<file path="src/rtl/div_share_sched.sv">
// Two-requester front end for one fixed-latency signed divider: round-robin
// grant, operand issue register, tag pipeline for result routing, in-flight count.
module div_share_sched #(
  parameter int DIV_WIDTH   = 32,
  parameter int RES_WIDTH   = 64,
  parameter int DIV_LATENCY = 36
) (
  input  logic                 clk,
  input  logic                 rst,
  input  logic                 a_valid,
  output logic                 a_ready,
  input  logic [DIV_WIDTH-1:0] a_dividend,
  input  logic [DIV_WIDTH-1:0] a_divisor,
  input  logic                 b_valid,
  output logic                 b_ready,
  input  logic [DIV_WIDTH-1:0] b_dividend,
  input  logic [DIV_WIDTH-1:0] b_divisor,
  output logic                 div_valid,
  output logic [DIV_WIDTH-1:0] div_dividend,
  output logic [DIV_WIDTH-1:0] div_divisor,
  input  logic [RES_WIDTH-1:0] div_result,
  output logic                 a_res_valid,
  output logic [RES_WIDTH-1:0] a_result,
  output logic                 a_div_zero,
  output logic                 b_res_valid,
  output logic [RES_WIDTH-1:0] b_result,
  output logic                 b_div_zero,
  output logic                 idle
);

  localparam int TL    = DIV_LATENCY;
  localparam int CNT_W = $clog2(DIV_LATENCY + 3);

  logic                 last_b_q, last_b_d;
  logic                 div_valid_q, div_valid_d;
  logic [DIV_WIDTH-1:0] dd_q, dd_d, dv_q, dv_d;
  logic [TL:0]          tag_vld_q, tag_vld_d;
  logic [TL:0]          tag_id_q, tag_id_d;
  logic [TL:0]          tag_zero_q, tag_zero_d;
  logic                 a_rv_q, a_rv_d, b_rv_q, b_rv_d;
  logic [RES_WIDTH-1:0] a_res_q, a_res_d, b_res_q, b_res_d;
  logic                 a_zero_q, a_zero_d, b_zero_q, b_zero_d;
  logic [CNT_W-1:0]     cnt_q, cnt_d;

  logic                 hs;
  logic [DIV_WIDTH-1:0] sel_dd, sel_dv;
  logic                 out_vld, out_b, out_zero, res_out;
  logic [RES_WIDTH-1:0] res_val;

  // Pointer holds the last winner; ties go to the other requester.
  assign a_ready = ~rst & a_valid & (~b_valid | last_b_q);
  assign b_ready = ~rst & b_valid & (~a_valid | ~last_b_q);
  assign hs      = a_ready | b_ready;
  assign sel_dd  = b_ready ? b_dividend : a_dividend;
  assign sel_dv  = b_ready ? b_divisor  : a_divisor;

  assign out_vld  = tag_vld_q[TL];
  assign out_b    = tag_id_q[TL];
  assign out_zero = tag_zero_q[TL];
  assign res_val  = out_zero ? '0 : div_result;
  assign res_out  = a_rv_q | b_rv_q;

  always_comb begin
    last_b_d    = last_b_q;
    div_valid_d = hs;
    dd_d        = dd_q;
    dv_d        = dv_q;
    a_rv_d      = 1'b0;
    b_rv_d      = 1'b0;
    a_res_d     = a_res_q;
    b_res_d     = b_res_q;
    a_zero_d    = a_zero_q;
    b_zero_d    = b_zero_q;
    cnt_d       = cnt_q;

    if (hs) begin
      last_b_d = b_ready;
      dd_d     = sel_dd;
      dv_d     = sel_dv;
    end

    tag_vld_d  = {tag_vld_q[TL-1:0], hs};
    tag_id_d   = {tag_id_q[TL-1:0], b_ready};
    tag_zero_d = {tag_zero_q[TL-1:0], (sel_dv == '0)};

    if (out_vld && !out_b) begin
      a_rv_d   = 1'b1;
      a_res_d  = res_val;
      a_zero_d = out_zero;
    end
    if (out_vld && out_b) begin
      b_rv_d   = 1'b1;
      b_res_d  = res_val;
      b_zero_d = out_zero;
    end

    // Count leaves the in-flight set when the result is visible to the requester.
    case ({hs, res_out})
      2'b10:   cnt_d = cnt_q + CNT_W'(1);
      2'b01:   cnt_d = cnt_q - CNT_W'(1);
      default: cnt_d = cnt_q;
    endcase
  end

  always_ff @(posedge clk or posedge rst) begin
    if (rst) begin
      last_b_q    <= 1'b1;
      div_valid_q <= 1'b0;
      dd_q        <= '0;
      dv_q        <= '0;
      tag_vld_q   <= '0;
      tag_id_q    <= '0;
      tag_zero_q  <= '0;
      a_rv_q      <= 1'b0;
      b_rv_q      <= 1'b0;
      a_res_q     <= '0;
      b_res_q     <= '0;
      a_zero_q    <= 1'b0;
      b_zero_q    <= 1'b0;
      cnt_q       <= '0;
    end else begin
      last_b_q    <= last_b_d;
      div_valid_q <= div_valid_d;
      dd_q        <= dd_d;
      dv_q        <= dv_d;
      tag_vld_q   <= tag_vld_d;
      tag_id_q    <= tag_id_d;
      tag_zero_q  <= tag_zero_d;
      a_rv_q      <= a_rv_d;
      b_rv_q      <= b_rv_d;
      a_res_q     <= a_res_d;
      b_res_q     <= b_res_d;
      a_zero_q    <= a_zero_d;
      b_zero_q    <= b_zero_d;
      cnt_q       <= cnt_d;
    end
  end

  assign div_valid    = div_valid_q;
  assign div_dividend = dd_q;
  assign div_divisor  = dv_q;
  assign a_res_valid  = a_rv_q;
  assign a_result     = a_res_q;
  assign a_div_zero   = a_zero_q;
  assign b_res_valid  = b_rv_q;
  assign b_result     = b_res_q;
  assign b_div_zero   = b_zero_q;
  assign idle         = (cnt_q == '0);

endmodule
</file>
<file path="config.mk">
export PLATFORM = sky130hd
export DESIGN_NAME = div_share_sched
export DESIGN_NICKNAME = d
export VERILOG_FILES = /design/src/rtl/div_share_sched.sv
export SDC_FILE = /design/constraint.sdc
export NUM_CORES = 1
export LEC_CHECK = 0
export BUFFER_PORTS_ARGS = -buffer_cell sky130_fd_sc_hd__buf_2
export CAP_MARGIN = 30
export CORE_UTILIZATION = 30
export CTS_CLUSTER_DIAMETER = 60
export DETAILED_ROUTE_END_ITERATION = 6
export HOLD_SLACK_MARGIN = 0.08
export PLACE_DENSITY_LB_ADDON = 0.25
export SETUP_SLACK_MARGIN = 0.3
export SYNTH_ARGS = -nofsm -noshare
export SYNTH_HDL_FRONTEND = slang
export SYNTH_SLANG_ARGS = --single-unit
</file>
<file path="constraint.sdc">
create_clock -name clk -period 27.8 [get_ports clk]
set_input_delay 0 -clock clk [delete_from_list [all_inputs] [get_ports clk]]
set_output_delay 0 -clock clk [all_outputs]
set_load 0.01 [all_outputs]
</file>
==> results of run 1 <==
## through the flow
| step | hold WS [ns] | util, % |
|---|---|---|
| final | 0.1005 | 46.10 |
| after global routing | 0.1544 | 46.10 |
| after CTS | 0.1171 | 46.09 |
| after detailed placement | 0.1151 | 37.31 |
| after global placement | 0.1040 | 37.08 |
| after floorplan | 0.1404 | - |
## sequential cells by signal, indices dropped and copies added, names as in the netlist, 6 cells and up
| signal | cells |
|---|---|
| tag_zero_q | 37 |
| div_dividend | 32 |
| cnt_q | 6 |
| tag_vld_q | 37 |
| div_divisor | 32 |
| b_result | 64 |
| tag_id_q | 37 |
| a_result | 64 |
## logic make-up (layout without fill, tap and decap cells)
| group | count (synthesis) | after routing | synth area share [%] |
|---|---|---|---|
| XOR/XNOR | 4 | 4 | 0.3142 |
| AO/OA/AOI/OAI | 210 | 210 | 10.36 |
| buffers and inverters | 71 | 685 | 2.468 |
| other | 0 | 2 | 0 |
| flip-flops | 314 | 314 | 70.47 |
| AND/OR/NAND/NOR | 391 | 391 | 15.45 |
| multiplexers | 2 | 2 | 0.2019 |
| adder cells (fa/ha/maj) | 6 | 6 | 0.7405 |
## synthesized netlist by cell type, types with 2 or more instances
cell type	number
dfrtp_1	313
nand2_1	197
o21ai_0	134
nor2_1	96
nand2b_1	67
clkbuf_1	46
a31oi_1	32
o22ai_1	32
nor4_1	17
inv_1	10
buf_2	7
buf_1	6
ha_1	5
nand4_1	4
o31ai_1	3
xor2_1	3
inv_2	2
nor3b_1	2
o21ai_1	2
or4_1	2
## cell usage in the layout, fill, tap and decap left out, types with 17 or more instances in the layout
cell type,n
dlygate4sd3_1,202
dfrtp_1,313
nand2b_1,66
nand2_1,196
clkbuf_16,36
buf_2,395
o21ai_0,134
o22ai_1,32
nor2_1,96
a31oi_1,32
nor4_1,17
## power by group
group | switching [mW] | internal [mW]
sequential | 0.0349 | 0.519
clock | 0.186 | 0.282
combinational | 0.125 | 0.110
## critical path: stages, from the launching register on
cell	delay (ns)
dfstp_2	0.54
a21o_2	0.44
buf_4	0.47
inv_2	0.36
nand2_1	0.18
a31oi_1	0.09
dlygate4sd3_1	0.61
## layout make-up
| cell class | instances | share of cell area (%) |
|---|---|---|
| Clock buffer | 48 | 6.138 |
| Multi-Input combinational cell | 613 | 17.98 |
| Timing Repair Buffer | 609 | 24.58 |
| Antenna cell | 2 | 0.02965 |
| Inverter | 12 | 0.3114 |
| Sequential cell | 314 | 46.56 |
| Tap cell | 468 | 3.470 |
| Clock inverter | 16 | 0.9267 |
## metal layers
metal,up-vias,GRT usage [%]
li1,4502,-
met1,4364,21.49
met4,0,8.778
met5,-,0
met2,432,28.63
met3,92,4.234
## final timing paths
| kind | from | end | slack [ns] | cells past startpoint |
|---|---|---|---|---|
| worst max-delay path | last_b_q | div_divisor[4] | 24.96 | 6 |
| worst min-delay path | rst | div_dividend[26] | 0.10 | 3 |
| worst max register to register | last_b_q | div_divisor[4] | 24.96 | 6 |
| worst min register to register | tag_vld_q[29] | tag_vld_q[30] | 0.33 | 0 |
| max in group asynchronous | rst | tag_id_q[22] | 25.96 | 7 |
| min in group clk | b_dividend[18] | div_dividend[18] | 0.26 | 4 |
==> impl_metrics.json, run 1 <==
{
  "worstHoldPathType": "in -> async",
  "yosysTopAreaCell": "dfrtp_1",
  "ys_warn_count": 0,
  "rsz0062_at_grt": "no",
  "fin_crit_sh_pct": 10.22,
  "multiInputGateArea_um2": 3034,
  "cts_hold_buf": 202,
  "cts_sinks": 314,
  "ys_seq_area_share_pct": 70.47,
  "synth_top_area_share_pct": 70.23,
  "arrival_ns": 3.23,
  "dp_hpwl_mm": 22.47,
  "final.min_clock_period_ns": 2.840,
  "leakage_nw": 8.322,
  "dp_worst_setup_slack_ns": 25.06,
  "postLayoutCellArea_um2": 16880,
  "io_buffers": 395,
  "async_flop_share_pct": 100.0,
  "clk_latency_ns": 0.51,
  "route.detailed.drc": 0,
  "slew_headroom_pct": 34.74,
  "totalPowerFinal_mw": 1.256,
  "cts_made_buffers": 36,
  "syn_nets": 1200,
  "wl_met1_mm": 13.77,
  "stdcell_count": 2082,
  "p_per_area_nw_per_um2": 74.41,
  "ir_worst_vdd_v": 0.00003391,
  "antenna_found_initial": 2,
  "grt_max_degree": 98,
  "fin_nets": 1788,
  "path_max_fanout": 42,
  "grt_first_pass_wirelength_mm": 52.76,
  "path_clk_slew_ns": 0.06,
  "worst-setup-path-type": "reg -> reg",
  "cts_tree": "done",
  "avgSynthCellArea_um2": 11.17,
  "ys_types": 38,
  "synth_area_um2": 11150,
  "cts_max_level": 2,
  "hold_violations": 0,
  "cts_buffer_depth": 3,
  "cts_setup_buffers": 0,
  "ioPinCount": 396,
  "area.sequential_um2": 7859,
  "grt_pass1_vias": 9660,
  "wl_met2_mm": 15.20,
  "die_w_um": 194.8,
  "placed_area_um2": 13660,
  "cts_resized": 0,
  "cp.required_ns": 28.19,
  "slew_violations": 0,
  "fmax_ghz": 0.3521,
  "drive_above_1_share_pct": 29.65,
  "ys.flop_type": "dfrtp_1",
  "rows": 70,
  "dieArea_um2": 37950,
  "dr_total_vias": 9390,
  "final_antenna_net_count": 0,
  "start_util_pct": 30.46,
  "ys_ff_latch": 314,
  "drt_iter0_drc": 415,
  "synthTopCellsByArea": "dfrtp_1 (70%), nand2_1 (6.6%), o21ai_0 (6.0%)",
  "wire_per_inst_um": 15.83,
  "grt_usage_pct": 17.46,
  "setup_viol": 0,
  "wl_met3_mm": 2.354,
  "dp_cells": 1814,
  "highest_layer": "met4",
  "gr-total-overflow": 0,
  "gp_congestion": 0.8725,
  "route.final.wire_length_mm": 32.97,
  "critical_path.startpoint_type": "flop",
  "maxCapViolCount": 0,
  "end_kind": "flop",
  "first_pass_iters": 4,
  "finClkSkew_ns": 0.02652,
  "tns_ns": 0,
  "core-area_um2": 36610,
  "outcome": "finished, final reports clean",
  "synthToLayoutAreaGrowth_pct": 51.34,
  "worst_pin_slew_ns": 0.9789,
  "syn_inst": 998,
  "synth_edf_count": 0,
  "fin_ws_ns": 24.96,
  "fillers": 3448,
  "cts_root_buf": "clkbuf_16",
  "die_y_um": 194.8,
  "viasPerCell": 4.510
}
(Power assumes the default switching activity.)
==> run 2, diff against run 1 <==
--- a/config.mk
+++ b/config.mk
@@ -5,6 +5,7 @@
 export SDC_FILE = /design/constraint.sdc
 export NUM_CORES = 1
 export LEC_CHECK = 0
+export ABC_AREA = 1
 export BUFFER_PORTS_ARGS = -buffer_cell sky130_fd_sc_hd__buf_2
 export CAP_MARGIN = 30
 export CORE_UTILIZATION = 30
==> constraint.sdc (replaced) <==
create_clock -name clk -period 2.45 [get_ports clk]
set_input_delay 0 -clock clk [delete_from_list [all_inputs] [get_ports clk]]
set_output_delay 0 -clock clk [all_outputs]
set_load 0.01 [all_outputs]
==> run 2 against run 1 <==
Net effect: global-route usage is 1.1 points higher; synthesized cell count is 25% higher; cell count is 15% higher; synthesized area is 5.8% higher; critical path depth is 8 higher; critical endpoint is now cnt_q[4]; highest routed layer unchanged.
==> impl_metrics.json, run 2 <==
{
  "avgSynthCellArea_um2": 9.451,
  "fin_ws_ns": 0.4450,
  "tns_ns": 0,
  "fin_crit_sh_pct": 81.84,
  "drt_iter0_drc": 618,
  "crit_cells": 14,
  "ys_seq_area_share_pct": 66.58,
  "ir_worst_vdd_v": 0.0004232,
  "worst-setup-path-type": "reg -> reg",
  "ys.flop_type": "dfrtp_1",
  "synth_edf_count": 0,
  "final_common_cell": "nand2_1",
  "crit_chain": "nand2_2 > nand3_4 > nand2_4 > inv_4 > ha_4 > inv_2 > fa_2 > inv_2 > nand2_2 > nand2_1 > a21o_1 > nand2_1 > nand3_2 > o21ai_1",
  "area.sequential_um2": 7860,
  "end_kind": "flop",
  "crit_family": "flip-flops",
  "slew_violations": 0,
  "fmax_ghz": 0.4988,
  "fillers": 3704,
  "leakage_nw": 9.386,
  "critical_path.startpoint_type": "flop",
  "rows": 72,
  "maxCapViolCount": 0,
  "cp_slowest_cell": "dfstp_2",
  "cp.required_ns": 2.86,
  "outcome": "finished, final reports clean",
  "worstHoldPathCells": 4,
  "setup_viol": 0,
  "ioPinCount": 396,
  "cp_num_buf_inv": 3,
  "grt_max_degree": 177,
  "hold_violations": 0,
  "clk_latency_ns": 0.53,
  "dp_hpwl_mm": 23.59,
  "gp_congestion": 0.9124,
  "hold_ws_ns": 0.2670,
  "worstHoldPathType": "in -> reg",
  "grt_pass1_vias": 11040,
  "drive_above_1_share_pct": 26.97,
  "multiInputGateArea_um2": 3401,
  "ys_warn_count": 0,
  "reg2reg_depth": 14,
  "arrival_ns": 2.41,
  "syn_nets": 1451,
  "fin_nets": 2044,
  "worst_pin_slew_ns": 0.9909,
  "slew_headroom_pct": 33.94,
  "syn_inst": 1249,
  "max_stage_delay_ns": 0.57,
  "yosys.cell_count.top_type": "nand2_1",
  "cts_buffer_depth": 3,
  "viasPerCell": 4.450,
  "mostFrequentLayoutCells": "nand2_1 (485), buf_2 (395), dfrtp_1 (312), dlygate4sd3_1 (198), nor2_1 (152)",
  "antenna_found_initial": 2,
  "finClkSkew_ns": 0.01893,
  "dr_total_vias": 10620,
  "path_clk_slew_ns": 0.06,
  "route.final.wire_length_mm": 37.10,
  "die_y_um": 200.4,
  "cts_root_buf": "clkbuf_16",
  "cts_sinks": 314,
  "final.min_clock_period_ns": 2.005,
  "gr-total-overflow": 0,
  "cts_made_buffers": 39,
  "cts_tree": "done",
  "p_per_area_nw_per_um2": 894.1,
  "placed_area_um2": 14380,
  "postLayoutCellArea_um2": 17730,
  "synth_area_um2": 11800,
  "path_max_fanout": 4,
  "wire_per_inst_um": 15.54,
  "core-area_um2": 38740,
  "final_antenna_net_count": 0,
  "cts_max_level": 2,
  "rsz0062_at_grt": "no",
  "first_pass_iters": 5,
  "synthToLayoutAreaGrowth_pct": 50.22,
  "grt_first_pass_wirelength_mm": 59.19,
  "route.detailed.drc": 0,
  "ys_ff_latch": 314,
  "dp_worst_setup_slack_ns": 0.4170,
  "diodes": 0,
  "synth_top_area_share_pct": 66.36,
  "io_buffers": 395,
  "yosysTopAreaCell": "dfrtp_1",
  "die_w_um": 200.4,
  "ys_types": 29,
  "dieArea_um2": 40140,
  "synthTopCellsByArea": "dfrtp_1 (66%), nand2_1 (15%), nor2_1 (4.9%)",
  "grt_usage_pct": 18.61,
  "synthTopCellsByCount": "nand2_1 (487), dfrtp_1 (313), nor2_1 (153)",
  "async_flop_share_pct": 100.0,
  "r2r_slack_ns": 0.44,
  "start_util_pct": 30.47
}
-- run 2: cell families (layout without fill, tap and decap cells) --
kind of cell	Yosys count	count (layout)	synth area share (%)
AO/OA/AOI/OAI	74	74	3.954
XOR/XNOR	2	2	0.1484
adder cells (fa/ha/maj)	6	6	0.6996
buffers and inverters	147	767	5.183
flip-flops	314	314	66.58
AND/OR/NAND/NOR	706	706	23.44
-- run 2: path summary, 6_finish.rpt --
kind	start	end
max	last_b_q	cnt_q[4]
min	a_dividend[31]	div_dividend[31]
max reg2reg	last_b_q	cnt_q[4]
min reg2reg	tag_id_q[32]	tag_id_q[33]
max in group asynchronous	rst	tag_vld_q[32]
min in group asynchronous	rst	div_divisor[31]
-- run 2: per-stage QoR --
step                util, %  power (mW)  cells
floorplan                 -       8.379   1249
global placement      37.13       9.855   2118
detailed placement    37.13       9.891   2118
CTS                   45.68       16.05   2385
global route          45.78       16.75   2387
finish                45.78       15.85   2387
-- run 2: where the power goes --
group | internal [mW] | leakage (nW) | switching (mW)
registers | 6.11 | 3.83 | 0.507
logic | 1.46 | 4.92 | 1.98
clock network | 3.58 | 0.635 | 2.22
total | 11.1 | 9.39 | 4.71
-- run 2: area by class of cell --
type	instances	area share (%)
Tap cell	518	3.655
Clock buffer	57	6.689
Multi-Input combinational cell	788	19.18
Clock inverter	11	0.7338
Inverter	85	1.905
Timing Repair Buffer	614	23.51
Sequential cell	314	44.33
-- run 2: layer usage --
metal | GRT usage [%] | routed length, um | vias to the layer above | share of wire [%]
met1 | 23.10 | 15560 | 5009 | 42
li1 | - | - | 5064 | -
met3 | 4.295 | 2725 | 94 | 7.3
met2 | 30.83 | 17250 | 456 | 46
met5 | 0 | 0 | - | 0
met4 | 8.451 | 1572 | 0 | 4.2
-- run 2: repair_timing --
| action | in CTS | in global routing |
|---|---|---|
| pin swaps | 1 | 0 |
| setup buffers | 1 | 1 |
| cloned | 0 | 0 |
| hold buffers | 198 | 0 |
| gates resized for setup | 1 | 1 |
| endpoints found under the hold margin | 456 | 0 |
| endpoints found under the setup margin | 1 | 2 |
-- run 2: worst reg2reg max path: cells and delay by family, from the launching register on --
| kind | cells | cell delay, ns |
|---|---|---|
| AOI/OAI and AO/OA | 2 | 0.19 |
| and+or+nand+nor | 7 | 0.45 |
| DFF | 1 | 0.57 |
| adders and majority gates | 2 | 0.50 |
| buffers and inverters | 3 | 0.17 |
